$ cat src/rtl/bus_arb_pkg.sv
// Shared types and helpers for the bus host arbiter.
// Mode is picked at build time by BUS_ARB_FIXED_PRIO_EN.
package bus_arb_pkg;

    typedef enum logic {
        ARB_ROUND_ROBIN,
        ARB_FIXED_PRIO
    } arb_mode_e;

    function automatic int unsigned idx_width(int unsigned n);
        return (n > 1) ? $clog2(n) : 1;
    endfunction

endpackage

$ cat src/rtl/bus_arb_id_fifo.sv
// Response-ID FIFO: remembers which host owns each outstanding transaction.
// Push and pop may coincide, including when full.
module bus_arb_id_fifo
    import bus_arb_pkg::*;
#(
    parameter int unsigned Depth = 2,
    parameter int unsigned Width = 1
) (
    input  logic             clk_i,
    input  logic             rst_ni,
    input  logic             push_i,
    input  logic [Width-1:0] data_i,
    input  logic             pop_i,
    output logic [Width-1:0] head_o,
    output logic             full_o,
    output logic             empty_o
);

    localparam int unsigned PW = idx_width(Depth);
    localparam int unsigned CW = $clog2(Depth + 1);

    logic [Width-1:0] mem_q [Depth];
    logic [PW-1:0]    wptr_q, wptr_d;
    logic [PW-1:0]    rptr_q, rptr_d;
    logic [CW-1:0]    count_q, count_d;
    logic             do_push, do_pop;

    assign full_o  = (count_q == CW'(Depth));
    assign empty_o = (count_q == '0);
    assign head_o  = mem_q[rptr_q];
    assign do_pop  = pop_i && !empty_o;
    assign do_push = push_i && (!full_o || do_pop);

    always_comb begin
        wptr_d  = wptr_q;
        rptr_d  = rptr_q;
        count_d = count_q;
        if (do_push) begin
            wptr_d = (wptr_q == PW'(Depth - 1)) ? '0 : wptr_q + 1'b1;
        end
        if (do_pop) begin
            rptr_d = (rptr_q == PW'(Depth - 1)) ? '0 : rptr_q + 1'b1;
        end
        unique case ({do_push, do_pop})
            2'b10:   count_d = count_q + 1'b1;
            2'b01:   count_d = count_q - 1'b1;
            default: count_d = count_q;
        endcase
    end

    always_ff @(posedge clk_i or negedge rst_ni) begin
        if (!rst_ni) begin
            wptr_q  <= '0;
            rptr_q  <= '0;
            count_q <= '0;
            for (int i = 0; i < int'(Depth); i++) begin
                mem_q[i] <= '0;
            end
        end else begin
            wptr_q  <= wptr_d;
            rptr_q  <= rptr_d;
            count_q <= count_d;
            if (do_push) begin
                mem_q[wptr_q] <= data_i;
            end
        end
    end

endmodule

$ cat src/rtl/bus_host_arbiter.sv
// N-host to one-device bus arbiter with sticky selection and in-order responses.
// Define BUS_ARB_FIXED_PRIO_EN for fixed priority instead of round-robin.
module bus_host_arbiter
    import bus_arb_pkg::*;
#(
    parameter int unsigned NrHosts        = 2,
    parameter int unsigned DataWidth      = 32,
    parameter int unsigned AddressWidth   = 32,
    parameter int unsigned MaxOutstanding = 2
) (
    input  logic                                  clk_i,
    input  logic                                  rst_ni,
    input  logic [NrHosts-1:0]                    host_req_i,
    input  logic [NrHosts-1:0]                    host_we_i,
    input  logic [NrHosts-1:0][AddressWidth-1:0]  host_addr_i,
    input  logic [NrHosts-1:0][3:0]               host_be_i,
    input  logic [NrHosts-1:0][DataWidth-1:0]     host_wdata_i,
    output logic [NrHosts-1:0]                    host_gnt_o,
    output logic [NrHosts-1:0]                    host_rvalid_o,
    output logic [NrHosts-1:0]                    host_err_o,
    output logic [NrHosts-1:0][DataWidth-1:0]     host_rdata_o,
    output logic                                  dev_req_o,
    output logic                                  dev_we_o,
    output logic [AddressWidth-1:0]               dev_addr_o,
    output logic [3:0]                            dev_be_o,
    output logic [DataWidth-1:0]                  dev_wdata_o,
    input  logic                                  dev_gnt_i,
    input  logic                                  dev_rvalid_i,
    input  logic                                  dev_err_i,
    input  logic [DataWidth-1:0]                  dev_rdata_i
);

    localparam int unsigned IW = idx_width(NrHosts);
`ifdef BUS_ARB_FIXED_PRIO_EN
    localparam arb_mode_e Mode = ARB_FIXED_PRIO;
`else
    localparam arb_mode_e Mode = ARB_ROUND_ROBIN;
`endif

    logic [IW-1:0] last_q, last_d;
    logic [IW-1:0] sel_q, sel_d;
    logic          sticky_q, sticky_d;
    logic [IW-1:0] arb_idx, sel, head;
    logic          found, keep, full, empty;
    logic          pop, req, grant;
    int            cand;

    always_comb begin
        arb_idx = '0;
        found   = 1'b0;
        cand    = 0;
        for (int i = 0; i < int'(NrHosts); i++) begin
            if (Mode == ARB_FIXED_PRIO) cand = i;
            else cand = (int'(last_q) + 1 + i) % int'(NrHosts);
            if (!found && host_req_i[IW'(cand)]) begin
                found   = 1'b1;
                arb_idx = IW'(cand);
            end
        end
    end

    // An ungranted request stays with its host until granted or withdrawn.
    assign keep  = sticky_q && host_req_i[sel_q];
    assign sel   = keep ? sel_q : arb_idx;
    assign pop   = rst_ni && dev_rvalid_i && !empty;
    assign req   = rst_ni && (|host_req_i) && (!full || pop);
    assign grant = req && dev_gnt_i;

    always_comb begin
        sticky_d = req && !dev_gnt_i;
        sel_d    = req ? sel : sel_q;
        last_d   = grant ? sel : last_q;
    end

    always_comb begin
        dev_req_o     = req;
        dev_we_o      = 1'b0;
        dev_addr_o    = '0;
        dev_be_o      = '0;
        dev_wdata_o   = '0;
        host_gnt_o    = '0;
        host_rvalid_o = '0;
        host_err_o    = '0;
        host_rdata_o  = '0;
        if (req) begin
            dev_we_o    = host_we_i[sel];
            dev_addr_o  = host_addr_i[sel];
            dev_be_o    = host_be_i[sel];
            dev_wdata_o = host_wdata_i[sel];
        end
        if (grant) host_gnt_o[sel] = 1'b1;
        if (pop) begin
            host_rvalid_o[head] = 1'b1;
            host_err_o[head]    = dev_err_i;
            host_rdata_o[head]  = dev_rdata_i;
        end
    end

    always_ff @(posedge clk_i or negedge rst_ni) begin
        if (!rst_ni) begin
            last_q   <= IW'(NrHosts - 1);
            sel_q    <= '0;
            sticky_q <= 1'b0;
        end else begin
            last_q   <= last_d;
            sel_q    <= sel_d;
            sticky_q <= sticky_d;
        end
    end

    bus_arb_id_fifo #(
        .Depth (MaxOutstanding),
        .Width (IW)
    ) u_id_fifo (
        .clk_i   (clk_i),
        .rst_ni  (rst_ni),
        .push_i  (grant),
        .data_i  (sel),
        .pop_i   (pop),
        .head_o  (head),
        .full_o  (full),
        .empty_o (empty)
    );

endmodule

$ cat config.mk
export PLATFORM = sky130hd
export DESIGN_NAME = bus_host_arbiter
export DESIGN_NICKNAME = d
export VERILOG_FILES = /design/src/rtl/bus_arb_pkg.sv /design/src/rtl/bus_arb_id_fifo.sv /design/src/rtl/bus_host_arbiter.sv
export SDC_FILE = /design/constraint.sdc
export NUM_CORES = 1
export LEC_CHECK = 0
export CORE_AREA = 2 2 123 125
export CTS_CLUSTER_SIZE = 24
export DETAILED_ROUTE_END_ITERATION = 8
export DIE_AREA = 0 0 125 127
export PLACE_DENSITY = 0.56
export REMOVE_ABC_BUFFERS = 1
export SETUP_SLACK_MARGIN = 0.5
export SYNTH_ARGS = -nofsm -noshare
export SYNTH_HDL_FRONTEND = slang
export SYNTH_SLANG_ARGS = --single-unit
$ cat constraint.sdc
create_clock -name clk_i -period 3.2 [get_ports clk_i]
set_input_delay 0.8 -clock clk_i [delete_from_list [all_inputs] [get_ports clk_i]]
set_output_delay 0.8 -clock clk_i [all_outputs]
set_load 0.01 [all_outputs]
==> results.md <==
- DR DRC count: 0
- Commonest non-fill, non-tap cells in the layout: 172 x clkdlybuf4s50_1, 128 x nor2_1, 62 x mux2i_1
- Share of layout cells above drive strength 1: 0.335
- Commonest non-fill, non-tap cell in the layout: clkdlybuf4s50_1
- Antenna violations before repair: 0
- Period minus WS final: approximately 3 ns
- Sink Count: 9
- RSZ-0062 raised after global routing: yes
- Final Cycle Share: 0.942
- CTS H-tree depth: 1
- Critical path class: in2out
- CP endpoint kind: output pin
- Final setup violating endpoints: 0
- Reg clk slew, reported paths: ~0.040 ns
- WHS Path Cells: 2
- First-pass GRT wire length: about 20000 um
- Power, Total: about 2.7 mW
- Slowest cell on crit path: buf_2
- Outcome: finished clean
- Initial Util: 0.132
- Worst IR Drop VDD: roughly 180 uV
- CP startpoint kind: primary input
- HPWL after DPL: between 9000 and 10000 um
- Hold_buf cts: 0
- Most frequent CP cell: buf_6
- GPL Wtd Cong: between 0.8 and 0.9
- Multi-input logic area: 0.00170 mm^2
- Min-Delay Path Class: reg2reg
- Hold path startpoint: sel_q
- Final slew viol count: 0
- Final Hold Violating Endpoints: 0
- Drt total wl: 13400 um
- CP top delay family: buffers and inverters
- Ant. Diodes: 0
- Skew-Pair Late Insertion Delay: around 0.24 ns
- CTS Buf Count: 3
- Data arrival, critical path: 2.21 ns
- Flip-flop and latch count after synthesis: 9
- Chip Height: roughly 130 um
- CTS tree: built
- Core area: 0.0144 mm^2
- PortBufs: 316
- MaxCap Viol Count: 0
- Placed inst area: 0.00547 mm^2
- Initial DRC count: 74
- Die Area: 0.0159 mm^2
- Slew @ Worst Pin: ~0.48 ns
- Post-synthesis sequential area ratio: 0.119
- Register area: between 200 and 250 um^2
- Critical Path RT: 2.40 ns
- Filler cell count in the final layout: 1453
- Pre-Repair DR Iteration Count: 4
- Total grt overflow: 0
- Antenna violation net count after detailed routing: 0
- Critical path buffers and inverters: 9
- Row cnt: 44
- Post-route cell area: around 0.0062 mm^2
- Leakage: about 3.0 nW
- Max clock buf depth: 2
- R2R Path Start: u_id_fifo.count_q[0]
- Final #Nets: 872
- WL per Instance: roughly 15 um
- Clk_skew: approximately 0.0015 ns
- Worst R2R End: u_id_fifo.count_q[1]
- Worst path max stage delay: around 0.15 ns
- Layout area overhead: 224%
- Avg Cell Area, Syn: about 6.3 um^2
- Clock Tree Root: clkbuf_16
- Post-Syn Area: between 0.0015 and 0.002 mm^2
- Reg2Reg Setup Slack: 1.00 ns
- Cells after Synth: 302
- Largest net degree at the start of global routing: 35
- Global Route Usage Sum: 0.154
- Die Width: about 130 um
- Vias per cell: ~4
- Endpoint of the worst hold path: sel_q
- Top Ports: 317
- CP Max Fanout: 5
- Vias in the first global route: 3740
- Fmax: roughly 330 MHz
- Worst r2r path cells: 12
- PD cells: 429 mW/mm^2
- Synth warn: 0
- Vias: around 3500
- Yosys cell types: 26
- Cells along the critical path: buf_8, nand2_4, a21oi_4, buf_6, buf_12, buf_12, buf_8, buf_6, buf_6, buf_6, mux2i_1, nor2_1, buf_2
- Worst slew margin: 0.675
==> logic make-up after synthesis <==
group / after synthesis / share of synthesized area
AOI/OAI and AO/OA: 4 / 0.0229
xor gates and xnor gates: 5 / 0.0229
adders and majority gates: 1 / 0.00655
buffers and inverters: 26 / 0.0701
DFF: 9 / 0.119
muxes: 73 / 0.384
and+or+nand+nor: 184 / 0.375
==> stage by stage <==
step	hold WS (ns)	setup TNS, ns	utilization	setup WS (ns)	std cells
2_1_floorplan	0.447	-299.38	-	-4.04	277
3_3_place_gp	0.470	-28.60	0.379	-0.396	803
3_5_place_dp	0.480	-29.63	0.379	-0.420	803
4_1_cts	0.490	0	0.417	0.0175	861
5_1_grt	0.519	0	0.429	0.134	877
6_report	0.498	0	0.429	0.185	877
==> worst max-delay path by stage <==
stage          cells past startpoint  slack (ns)     startpoint              end
2_1_floorplan                      4       -4.04  host_req_i[0]    dev_addr_o[0]
3_3_place_gp                       8       -0.40  host_req_i[0]  dev_wdata_o[16]
3_5_place_dp                       8       -0.42  host_req_i[0]  dev_wdata_o[16]
4_1_cts                           10        0.02  host_req_i[0]      dev_be_o[0]
5_1_grt                           13        0.13  host_req_i[1]  dev_wdata_o[14]
6_report                          13        0.19  host_req_i[1]   dev_wdata_o[3]
==> layout make-up <==
cell class              instances  share of cell area
clock buffers                   4              0.0127
inverters                       1             0.00142
multi-input cells             267               0.274
flip-flops and latches          9              0.0366
well taps                     184              0.0372
repair buffers                412               0.638
==> state kept, by name, indices dropped and copies added, names as in the netlist <==
signal	cells
last_q	1
sel_q	1
sticky_q	1
u_id_fifo.count_q	2
u_id_fifo.mem_q	2
u_id_fifo.rptr_q	1
u_id_fifo.wptr_q	1
==> layer usage <==
metal	vias to the layer above	GRT usage	routed length, um
li1	1757	-	-
met1	1542	0.160	4930
met2	215	0.314	7160
met3	11	0.0385	1160
met4	0	0.0248	124
met5	-	0	0
==> worst reg2reg max path, stage by stage, from the launching register on <==
cell and delay, ns:
dfrtp_1 0.43, or3b_4 0.43, o211ai_4 0.11, buf_6 0.15, buf_6 0.08, buf_6 0.09, inv_6 0.04, nand2_4 0.06
buf_4 0.10, buf_4 0.11, ha_1 0.24, nor2_1 0.13, xor2_1 0.16
==> what timing repair did <==
action	in CTS	in global routing
gates cloned	6	0
resized for setup	411	122
buffers inserted	48	16
endpoints found under the setup margin	140	101
pin swaps	15	23
==> synth_stat cells <==
cell,n,share of area
ha_1,1,0.0065
nand2b_1,1,0.0033
and3_1,1,0.0033
nor2b_1,1,0.0033
o211ai_4,1,0.011
nand3_1,1,0.0026
nor3b_1,1,0.0039
a21oi_1,1,0.0026
or3b_4,1,0.0059
xor2_1,2,0.0092
nand2_1,38,0.075
a21o_1,1,0.0039
clkbuf_1,6,0.012
nor2_1,138,0.27
buf_2,11,0.029
dfstp_2,1,0.014
o211a_1,1,0.0052
buf_1,2,0.0039
mux2i_1,70,0.37
buf_4,6,0.024
and2_1,2,0.0065
dfrtp_1,8,0.10
mux2_2,2,0.012
inv_2,1,0.0020
xnor2_1,3,0.014
mux2_1,1,0.0059
==> where the power goes <==
part,internal [mW],switching (mW)
Sequential,0.167,0.0583
Clock,0.167,0.0564
Combinational,1.26,0.944
No activity file was read; power rests on OpenSTA's default activity.
